<file path="src/rtl/wrr_packet_arbiter.sv">
`default_nettype none
// ============================================================================
//  Module      : wrr_packet_arbiter
//  Description : Weighted round-robin arbiter for N packet requesters. The
//                grant locks to one owner until its last beat and advances
//                only on a valid/ready handshake.
//  Revision    : 1.0 - initial release
// ============================================================================
module wrr_packet_arbiter #(
    parameter int N    = 4,
    parameter int W    = 4,
    parameter int IDXW = $clog2(N)
) (
    input  logic            clk,
    input  logic            rst,
    input  logic [N-1:0]    request,
    input  logic [N-1:0]    last,
    input  logic [N*W-1:0]  weight,
    input  logic            ready,
    output logic [N-1:0]    grant,
    output logic            grant_valid,
    output logic [IDXW-1:0] grant_idx,
    output logic            locked
);

    localparam logic [0:0]   c_ST_OPEN   = 1'b0;
    localparam logic [0:0]   c_ST_LOCKED = 1'b1;
    localparam logic [N-1:0] c_PTR_RESET = {{(N-1){1'b0}}, 1'b1};
    localparam logic [W:0]   c_CNT_ONE   = {{W{1'b0}}, 1'b1};

    logic [0:0]      r_state;
    logic [N-1:0]    r_ptr;
    logic [W-1:0]    r_cnt;
    logic [IDXW-1:0] r_owner;

    logic [0:0]      w_state_nxt;
    logic [N-1:0]    w_ptr_nxt;
    logic [W-1:0]    w_cnt_nxt;
    logic [IDXW-1:0] w_owner_nxt;

    logic [W-1:0]    w_weights [N];
    logic [IDXW-1:0] w_ptr_idx;
    logic            w_sel_found;
    logic [IDXW-1:0] w_sel_idx;
    logic            w_xfer;
    logic [W:0]      w_eff_w;
    logic [W:0]      w_cnt_inc;

    genvar gi;
    generate
        for (gi = 0; gi < N; gi++) begin : g_weight_unpack
            assign w_weights[gi] = weight[gi*W +: W];
        end
    endgenerate

    always_comb begin
        w_ptr_idx = '0;
        for (int i = 0; i < N; i++) begin
            if (r_ptr[i]) begin
                w_ptr_idx = w_ptr_idx | IDXW'(i);
            end
        end
    end

    // Circular search for the first active request starting at the pointer.
    always_comb begin
        int j;
        j           = 0;
        w_sel_found = 1'b0;
        w_sel_idx   = '0;
        for (int k = 0; k < N; k++) begin
            j = int'(w_ptr_idx) + k;
            if (j >= N) begin
                j = j - N;
            end
            if (!w_sel_found && request[j]) begin
                w_sel_found = 1'b1;
                w_sel_idx   = IDXW'(j);
            end
        end
    end

    // State register
    always_ff @(posedge clk or negedge rst) begin
        if (!rst) begin
            r_state <= c_ST_OPEN;
            r_ptr   <= c_PTR_RESET;
            r_cnt   <= '0;
            r_owner <= '0;
        end else begin
            r_state <= w_state_nxt;
            r_ptr   <= w_ptr_nxt;
            r_cnt   <= w_cnt_nxt;
            r_owner <= w_owner_nxt;
        end
    end

    assign w_xfer  = grant_valid && ready;
    assign w_eff_w = (w_weights[grant_idx] == '0) ? c_CNT_ONE : {1'b0, w_weights[grant_idx]};

    // Next-state logic
    always_comb begin
        w_state_nxt = r_state;
        w_ptr_nxt   = r_ptr;
        w_cnt_nxt   = r_cnt;
        w_owner_nxt = r_owner;
        w_cnt_inc   = '0;
        if (w_xfer) begin
            if (!last[grant_idx]) begin
                w_state_nxt = c_ST_LOCKED;
                w_owner_nxt = grant_idx;
            end else begin
                w_state_nxt = c_ST_OPEN;
                // A winner that is not at the pointer starts a fresh quota of one.
                w_cnt_inc = (grant == r_ptr) ? ({1'b0, r_cnt} + c_CNT_ONE) : c_CNT_ONE;
                if (w_cnt_inc >= w_eff_w) begin
                    w_ptr_nxt = {grant[N-2:0], grant[N-1]};
                    w_cnt_nxt = '0;
                end else begin
                    w_ptr_nxt = grant;
                    w_cnt_nxt = w_cnt_inc[W-1:0];
                end
            end
        end
    end

    // Output logic
    always_comb begin
        grant     = '0;
        grant_idx = '0;
        if (r_state == c_ST_LOCKED) begin
            if (request[r_owner]) begin
                grant[r_owner] = 1'b1;
                grant_idx      = r_owner;
            end
        end else if (w_sel_found) begin
            grant[w_sel_idx] = 1'b1;
            grant_idx        = w_sel_idx;
        end
        grant_valid = |grant;
        locked      = (r_state == c_ST_LOCKED);
    end

endmodule
`default_nettype wire

</file>
<file path="config.mk">
export PLATFORM = sky130hd
export DESIGN_NAME = wrr_packet_arbiter
export DESIGN_NICKNAME = d
export VERILOG_FILES = /design/src/rtl/wrr_packet_arbiter.sv
export SDC_FILE = /design/constraint.sdc
export NUM_CORES = 1
export LEC_CHECK = 0
export ABC_CLOCK_PERIOD_IN_PS = 4100
export CAP_MARGIN = 20
export CORE_MARGIN = 2
export CORE_UTILIZATION = 40
export DETAILED_ROUTE_END_ITERATION = 8
export PLACE_DENSITY = 0.7
export SYNTH_ARGS = -nofsm -noshare
export SYNTH_HDL_FRONTEND = slang
export SYNTH_SLANG_ARGS = --single-unit
</file>
<file path="constraint.sdc">
create_clock -name clk -period 4.1 [get_ports clk]
set_clock_uncertainty 0.2 [all_clocks]
set_input_delay 0.41 -clock clk [delete_from_list [all_inputs] [get_ports clk]]
set_output_delay 0.41 -clock clk [all_outputs]
set_load 0.005 [all_outputs]
</file>
### Word-level counts from Yosys, hierarchy flattened

Index checks and enable logic that the tools add are counted.

* flip-flop bits (word level): 11
* bits of input ports: 27
* logic and storage cells: 92
* output and inout bits: 8

* magnitude comparators: 15
* eq/ne operators: 1
* reductions and logical operators: 13
* add/subtract/negate cells: 8
* bitwise operators: 2
* muxes and demuxes: 49

Operators by type and width (count)
* $lt A32 B4 Y1 const B: 4
* $mux W32: 4
* $mux W4: 8
* $mux W1: 18
* $mux W2: 9
* $bmux W1 S2: 6
* $ge A3 B3 Y1 const B: 4
* $sub A3 B3 Y4 const B: 3
* $lt A2 B3 Y1 const B: 3
* $bmux W4 S2: 1
* $add A2 B2 Y3 const B: 2
* $logic_and A1 B1 Y1: 6
* $add A4 B1 Y5 const B: 1
* $ge A5 B4 Y1: 1
* $mux W5: 1
* $demux W1 S2: 2
* $eq A4 B4 Y1: 1
* $ge A2 B1 Y1 const B: 2
* $logic_not A4 Y1: 1
* $reduce_and A2 Y1: 2
* $reduce_or A4 Y1: 1
* $sub A2 B3 Y4 const B: 1
* $add A2 B1 Y3 const B: 1
* $ge A2 B3 Y1 const B: 1
* 3 further kinds: 5

### Logic depth before layout (Yosys ltp)

Gate-level depths: netlist of run 1.

* depth after elaboration: 28
* gate-level depth with buffers: 20
* mapped depth without buffers: 19

### Least setup slack after synthesis of run 1

Ideal clock, no wire load.

* path type: reg-to-reg
* start: register r_ptr[1]
* end: register r_cnt[1]
* buffers on the path: 2
* required time: 3.790 ns
* stages on the path, launching flop included: 20
* slack: -0.401 ns
* arrival time: 4.191 ns
* path through: dfrtp_1 > buf_6 > or4b_4 > o221a_4 > o21a_1 > o21a_1 > or2_1 > o31ai_4 > xor2_2 > or3_1 > buf_4 > nor2_1 > ha_1 > nand2b_1 > a21o_1 > a21o_1 > a21o_1 > inv_1 > o41ai_4 > o41ai_1

* cells in the longest elaborated chain, start to end: 28
* elaborated cells on any way between the ends: 68
* those cells by class: add/sub (7); order compare (7); eq/ne (1); mux (41); bitwise (1); reduce/logical (11)

RTL lines
* from (decl): line 32 `logic [N-1:0] r_ptr;`
* from (signal assigned): line 87 `r_ptr <= c_PTR_RESET;`
* from (signal assigned): line 92 `r_ptr <= w_ptr_nxt;`
* $mux W1 *: line 59 `if (r_ptr[i]) begin`
* $mux W2 * (2 in a row): line 59
* branches (longest 19 deep; another with $sub A3 B3 Y4)
* $mux W4 *: line 136 `end else if (w_sel_found) begin`
* $mux W4 *: line 131 `if (r_state == c_ST_LOCKED) begin`
* named net grant[0]: line 20 `output logic [N-1:0] grant,`
* $eq A4 B4 Y1: line 115 `w_cnt_inc = (grant == r_ptr) ? ({1'b0, r_cnt} + c_CNT_ONE) : c_CNT_ONE;`
* $mux W5: line 115
* $ge A5 B4 Y1: line 116 `if (w_cnt_inc >= w_eff_w) begin`
* $mux W4: line 116
* to (signal assigned): line 93 `r_cnt <= w_cnt_nxt;`
* to (decl): line 33 `logic [W-1:0] r_cnt;`

Mark *: on every way through the listed nets, which the timed path passes. The select of a mux whose other input is x is not followed.
A chain may end at the register's enable or synchronous reset.

### Worst setup path in the final report of run 1

* start: register r_ptr[1]
* end: register r_ptr[1]

* cells in the longest elaborated chain, start to end: 28
* elaborated cells on any way between the ends: 68
* those cells by class: add/sub (7); order compare (7); eq/ne (1); mux (41); bitwise (1); reduce/logical (11)

RTL lines
* branches (longest 28 deep; another with $sub A3 B3 Y4)

Parallel ways; which one is timed is not known. The select of a mux whose other input is x is not followed.

==> results.cfg, run 1 <==
[outcome]
status = complete, but fails checks
violations = setup timing

[clock_network]
cts_root_buffer = clkbuf_4
clockBufferDepth = 2
insertion_delay_ns = 0.27
cts_made_buffers = 3
path_clk_slew_ns = 0.08
cts_tree = done
cts_hold_buffers = 0
htreeDepth = 1
clock-sinks = 11

[final_layout]
n_antenna_cell = 0
nNetsFinal = 281
syn2layout_area_growth_pct = 79.5
drive_above_1_share = 0.476

[yosys]
synth_nets = 189
synth_area_um2 = 1330
synth_cell_types = 50
synthArstFlopShare = 1.00
yosys-top-cells-count = nor2_1 (14), nand2_1 (13), mux2i_1 (11)
synth_edf_count = 0
synth-seq-area-share = 0.208
syn_inst = 157
synth_top_flop_cell = dfrtp_1
syn_area_per_cell_um2 = 8.46
yosysMostFrequentCell = nor2_1
yosysTopAreaCell = dfrtp_1
yosysWarnings = 0
synthTopCellsByArea = dfrtp_1 (19%), mux2i_1 (8.3%), mux2_2 (6.8%)
synth_seq_cells = 11
netlist.area_leader.share = 0.189

[job]
cap_violations = 0

[sta]
worstMarginPinSlew_ns = 0.649
slew_headroom = 0.566
finalSetupTns_ns = -1.99
setup_ws_ns = -0.312
fin_crit_sh = 1.08
hold_violations = 0
rsz0062_at_grt = true
setup_viol = 8
fmax_mhz = 227
slew_viol_final = 0
min_period_ns = 4.41

[critical_path]
ff2ff_setup_slack_ns = -0.31
arrival_ns = 4.37
cp-start-kind = flip-flop
r2r-start = r_ptr[1]
reg2reg_depth = 18
critPathKind = flip-flop to flip-flop
crit_required_ns = 4.06
reg2reg_to = r_ptr[1]
endpoint_kind = flip-flop
worst-path-max-fanout = 7

[floorplan]
io_pins = 35
dieArea_um2 = 3800
fp.dieH_um = 61.6
core_um2 = 3100
initial_core_util = 0.428
fp-row-count = 20
die_w_um = 61.6

[placed_design]
gp_congestion = 0.888
dp_hpwl_um = 3830
dp_slack_ns = -0.905
port-buffer-count = 34

[routing]
via_count = 1607
via_per_inst = 5.50
routed_wl_um = 5170
drc = 0
firstDrtPassIters = 4
ant_nets = 0
avgRoutedWirePerCell_um = 17.7
drt-initial-drc-count = 119

[pwr]
power_mw = 2.50
static-leakage-power_nw = 1.04
p_per_area_nw_per_um2 = 1050
ir_drop_uv = 815

[global_routing]
overflow = 0
grt_pass1_wl_um = 7670
track_usage = 0.277
grt_max_degree = 17
antenna_found_initial = 0
grt_pass1_vias = 1590

[hold_path]
hp-class = input pin to async pin
-- state kept, by name, indices dropped and copies added, names as in the netlist --
register / count
r_cnt: 4
locked: 1
r_owner: 2
r_ptr: 4
-- power breakdown --
part / total [mW] / switching [mW] / internal [mW]
Sequential: 0.237 / 0.0782 / 0.159
Clock: 0.0752 / 0.0391 / 0.0361
Combinational: 2.19 / 1.02 / 1.17
-- kinds of logic after synthesis --
group | count (synthesis) | share of synthesized area
compound gates | 50 | 0.293
flops | 11 | 0.208
xor+xnor | 2 | 0.0189
mux | 20 | 0.168
simple gates | 54 | 0.210
fa+ha+maj | 5 | 0.0471
buf+inv | 15 | 0.0547
-- stage by stage --
stage                     cells  utilization  hold WS (ns)  instance area, um^2
after CTS                   284        0.699         0.288                 2170
after floorplan             157            -       -0.0856                 1350
after detailed placement    274        0.656         0.289                 2040
after global routing        292        0.768         0.313                 2380
final                       292        0.768         0.280                 2380
after global placement      274        0.656         0.277                 2040
-- worst max-delay path: stages, from the launching register on --
cell and delay [ns]:
dfrtp_2 0.46, or4b_4 0.54, o221a_4 0.13, o21a_1 0.14, o21a_2 0.24, or2_4 0.25, o31ai_4 0.29, xor2_2 0.12
or3_4 0.37, nor2_4 0.15, ha_4 0.21, nand2b_4 0.14, a21o_1 0.16, a21o_1 0.15, a21o_1 0.17, inv_2 0.07
o41ai_4 0.14, mux2i_1 0.26, o21ai_1 0.09
-- repair_timing --
action	CTS	global route
setup buffers	6	8
pin swaps	10	19
endpoints found under the setup margin	8	8
resized for setup	14	33
-- metal layers --
metal	GRT usage	wire [um]
met5	0	0
met4	0.0669	36
met3	0.0231	141
met2	0.492	2790
met1	0.362	2200
-- worst max-delay path by stage --
stage	from	end	slack [ns]
floorplan	r_ptr[1]	r_cnt[1]	-0.22
global placement	request[1]	r_cnt[3]	-0.76
detailed placement	request[1]	r_cnt[3]	-0.90
CTS	r_ptr[3]	r_ptr[1]	-0.32
global route	r_ptr[2]	r_ptr[2]	-0.42
finish	r_ptr[1]	r_ptr[1]	-0.31
-- placed cells by master, fill, tap and decap left out, drive strengths merged, types with 2 or more instances in the layout --
| master | netlist | layout |
|---|---|---|
| a21o | 4 | 4 |
| a21oi | 9 | 9 |
| a32oi | 2 | 2 |
| buf | 6 | 60 |
| clkbuf | 1 | 3 |
| clkdlybuf4s50 | 0 | 31 |
| dfrtp | 10 | 10 |
| dlygate4sd2 | 0 | 2 |
| ha | 5 | 5 |
| inv | 8 | 8 |
| mux2 | 8 | 8 |
| mux2i | 11 | 11 |
| nand2 | 13 | 13 |
| nand2b | 5 | 5 |
| nand3 | 4 | 4 |
| nor2 | 14 | 14 |
| nor2b | 2 | 2 |
| nor3 | 3 | 3 |
| o21a | 4 | 4 |
| o21ai | 9 | 9 |
| o22ai | 7 | 7 |
| o31ai | 2 | 2 |
| o41ai | 3 | 3 |
| or2 | 3 | 3 |
| or3 | 5 | 5 |
| xor2 | 2 | 2 |
-- layout make-up --
cell class | count | area [um^2]
clock inverter | 1 | 5.00
multi-input combinational | 131 | 1190
tap | 44 | 55.1
timing repair buffer | 94 | 798
clock buffer | 3 | 22.5
sequential | 11 | 280
inverter | 8 | 30.0
fill | 241 | 719
Note: power is estimated with default switching activity, not from simulation.
==> inputs of run 2 (changes only) <==
--- a/config.mk
+++ b/config.mk
@@ -10,7 +10,9 @@
 export CORE_MARGIN = 2
 export CORE_UTILIZATION = 40
 export DETAILED_ROUTE_END_ITERATION = 8
-export PLACE_DENSITY = 0.7
+export GPL_ROUTABILITY_DRIVEN = 0
+export PLACE_DENSITY_LB_ADDON = 0.08
+export SLEW_MARGIN = 40
 export SYNTH_ARGS = -nofsm -noshare
 export SYNTH_HDL_FRONTEND = slang
 export SYNTH_SLANG_ARGS = --single-unit
==> results.cfg, run 2 (synthesis results as in run 1) <==
[placed_design]
port-buffer-count = 34
dp_slack_ns = -0.877
dp_hpwl_um = 3370

[pwr]
p_per_area_nw_per_um2 = 1030
static-leakage-power_nw = 0.991
ir_drop_uv = 523

[critical_path]
critPathKind = flip-flop to flip-flop
cp_slowest_cell = dfrtp_2
worst-path-max-fanout = 7
cpPeakStageDelay_ns = 0.45
endpoint_kind = flip-flop
crit_required_ns = 4.06
reg2reg_depth = 21
arrival_ns = 4.30
path_delay_family = compound AO/OA/AOI/OAI gates
cp_num_cells = 21
cp_common_cell = a21o_1
crit_chain = buf_4 > a21oi_2 > nor2_1 > o22ai_1 > buf_4 > nor2_4 > or3_4 > buf_6 > a21oi_2 > o22ai_2 > or3_4 > nor2_4 > ha_4 > nand2b_4 > a21o_1 > a21o_1 > a21o_1 > inv_2 > o41ai_4 > mux2i_1 > o21ai_1
crit_buf_inv = 4
cp-start-kind = flip-flop

[final_layout]
mostFrequentLayoutCell = buf_4
drive_above_1_share = 0.438
final_core_util = 0.741
syn2layout_area_growth_pct = 73.1
nNetsFinal = 273
n_antenna_cell = 0
reg_top3 = r_cnt (4), r_ptr (4), r_owner (2)
mostFrequentLayoutCells = buf_4 (48), clkdlybuf4s50_1 (31), nand2_1 (12)

[floorplan]
io_pins = 35
fp-row-count = 20
dieArea_um2 = 3800
initial_core_util = 0.428
fp.dieH_um = 61.6
core_um2 = 3100
die_w_um = 61.6

[routing]
via_per_inst = 5.52
routed_wl_um = 4510
firstDrtPassIters = 4
drt-initial-drc-count = 56
via_count = 1567
ant_nets = 0
drc = 0
avgRoutedWirePerCell_um = 15.9

[global_routing]
overflow = 0
antenna_found_initial = 0
grt_max_degree = 12
grt_pass1_vias = 1599
grt_pass1_wl_um = 7240
track_usage = 0.256

[clock_network]
clock-sinks = 11
cts_hold_buffers = 0
cts_root_buffer = clkbuf_4
clockBufferDepth = 2
cts_made_buffers = 3
path_clk_slew_ns = 0.08
cts_tree = done
insertion_delay_ns = 0.28
htreeDepth = 1

[sta]
slew_headroom = 0.589
worstMarginPinSlew_ns = 0.615
rsz0062_at_grt = true
slew_viol_final = 0
fin_crit_sh = 1.06
hold_violations = 0
fmax_mhz = 230
min_period_ns = 4.34
setup_ws_ns = -0.245
whs_ns = 0.284
setup_viol = 8

[outcome]
violations = setup timing
status = complete, but fails checks

[job]
cap_violations = 0

[hold_path]
hp-class = input pin to async pin
-- run 2: final timing paths --
check,startpoint,end,slack [ns]
max,r_ptr[1],r_ptr[3],-0.24
min,rst,r_cnt[2],0.28
max reg2reg,r_ptr[1],r_ptr[3],-0.24
min reg2reg,r_ptr[0],r_ptr[0],0.30
max in group asynchronous,rst,r_ptr[3],3.01
min in group clk,r_ptr[0],r_ptr[0],0.30
-- run 2: final cells by class --
cell class	count	area (um^2)
clock buffer	4	26.3
fill	258	805
inverter	8	30.0
multi-input combinational	131	1160
sequential	11	280
tap	44	55.1
timing repair buffer	86	746
-- run 2: layer usage --
layer / up-vias / global-route usage / routed length (um)
met2: 46 / 0.445 / 2320
met3: 8 / 0.0567 / 212
li1: 757 / - / -
met4: 0 / 0.0790 / 70
met1: 756 / 0.314 / 1910
met5: - / 0 / 0
-- run 2: stage by stage --
| step | area [um^2] | setup TNS (ns) | std cells | power [mW] |
|---|---|---|---|---|
| final | 2300 | -1.52 | 284 | 2.37 |
| after global routing | 2300 | -2.61 | 284 | 2.53 |
| after detailed placement | 2010 | -5.90 | 271 | 1.92 |
| after global placement | 2010 | -5.41 | 271 | 1.87 |
| after floorplan | 1350 | -0.997 | 157 | 1.24 |
| after CTS | 2160 | -1.61 | 282 | 2.13 |
-- run 2: power breakdown --
group | total, mW | internal (mW) | switching, mW
sequential | 0.233 | 0.159 | 0.0736
clock | 0.0778 | 0.0378 | 0.0400
combinational | 2.05 | 1.11 | 0.949
total | 2.37 | 1.30 | 1.06
-- run 2: repair_timing --
action | in CTS | in global routing
resized for setup | 18 | 25
pin swaps | 11 | 14
endpoints found under the hold margin | 0 | 0
setup buffers | 7 | 2
setup endpoints to repair | 8 | 8
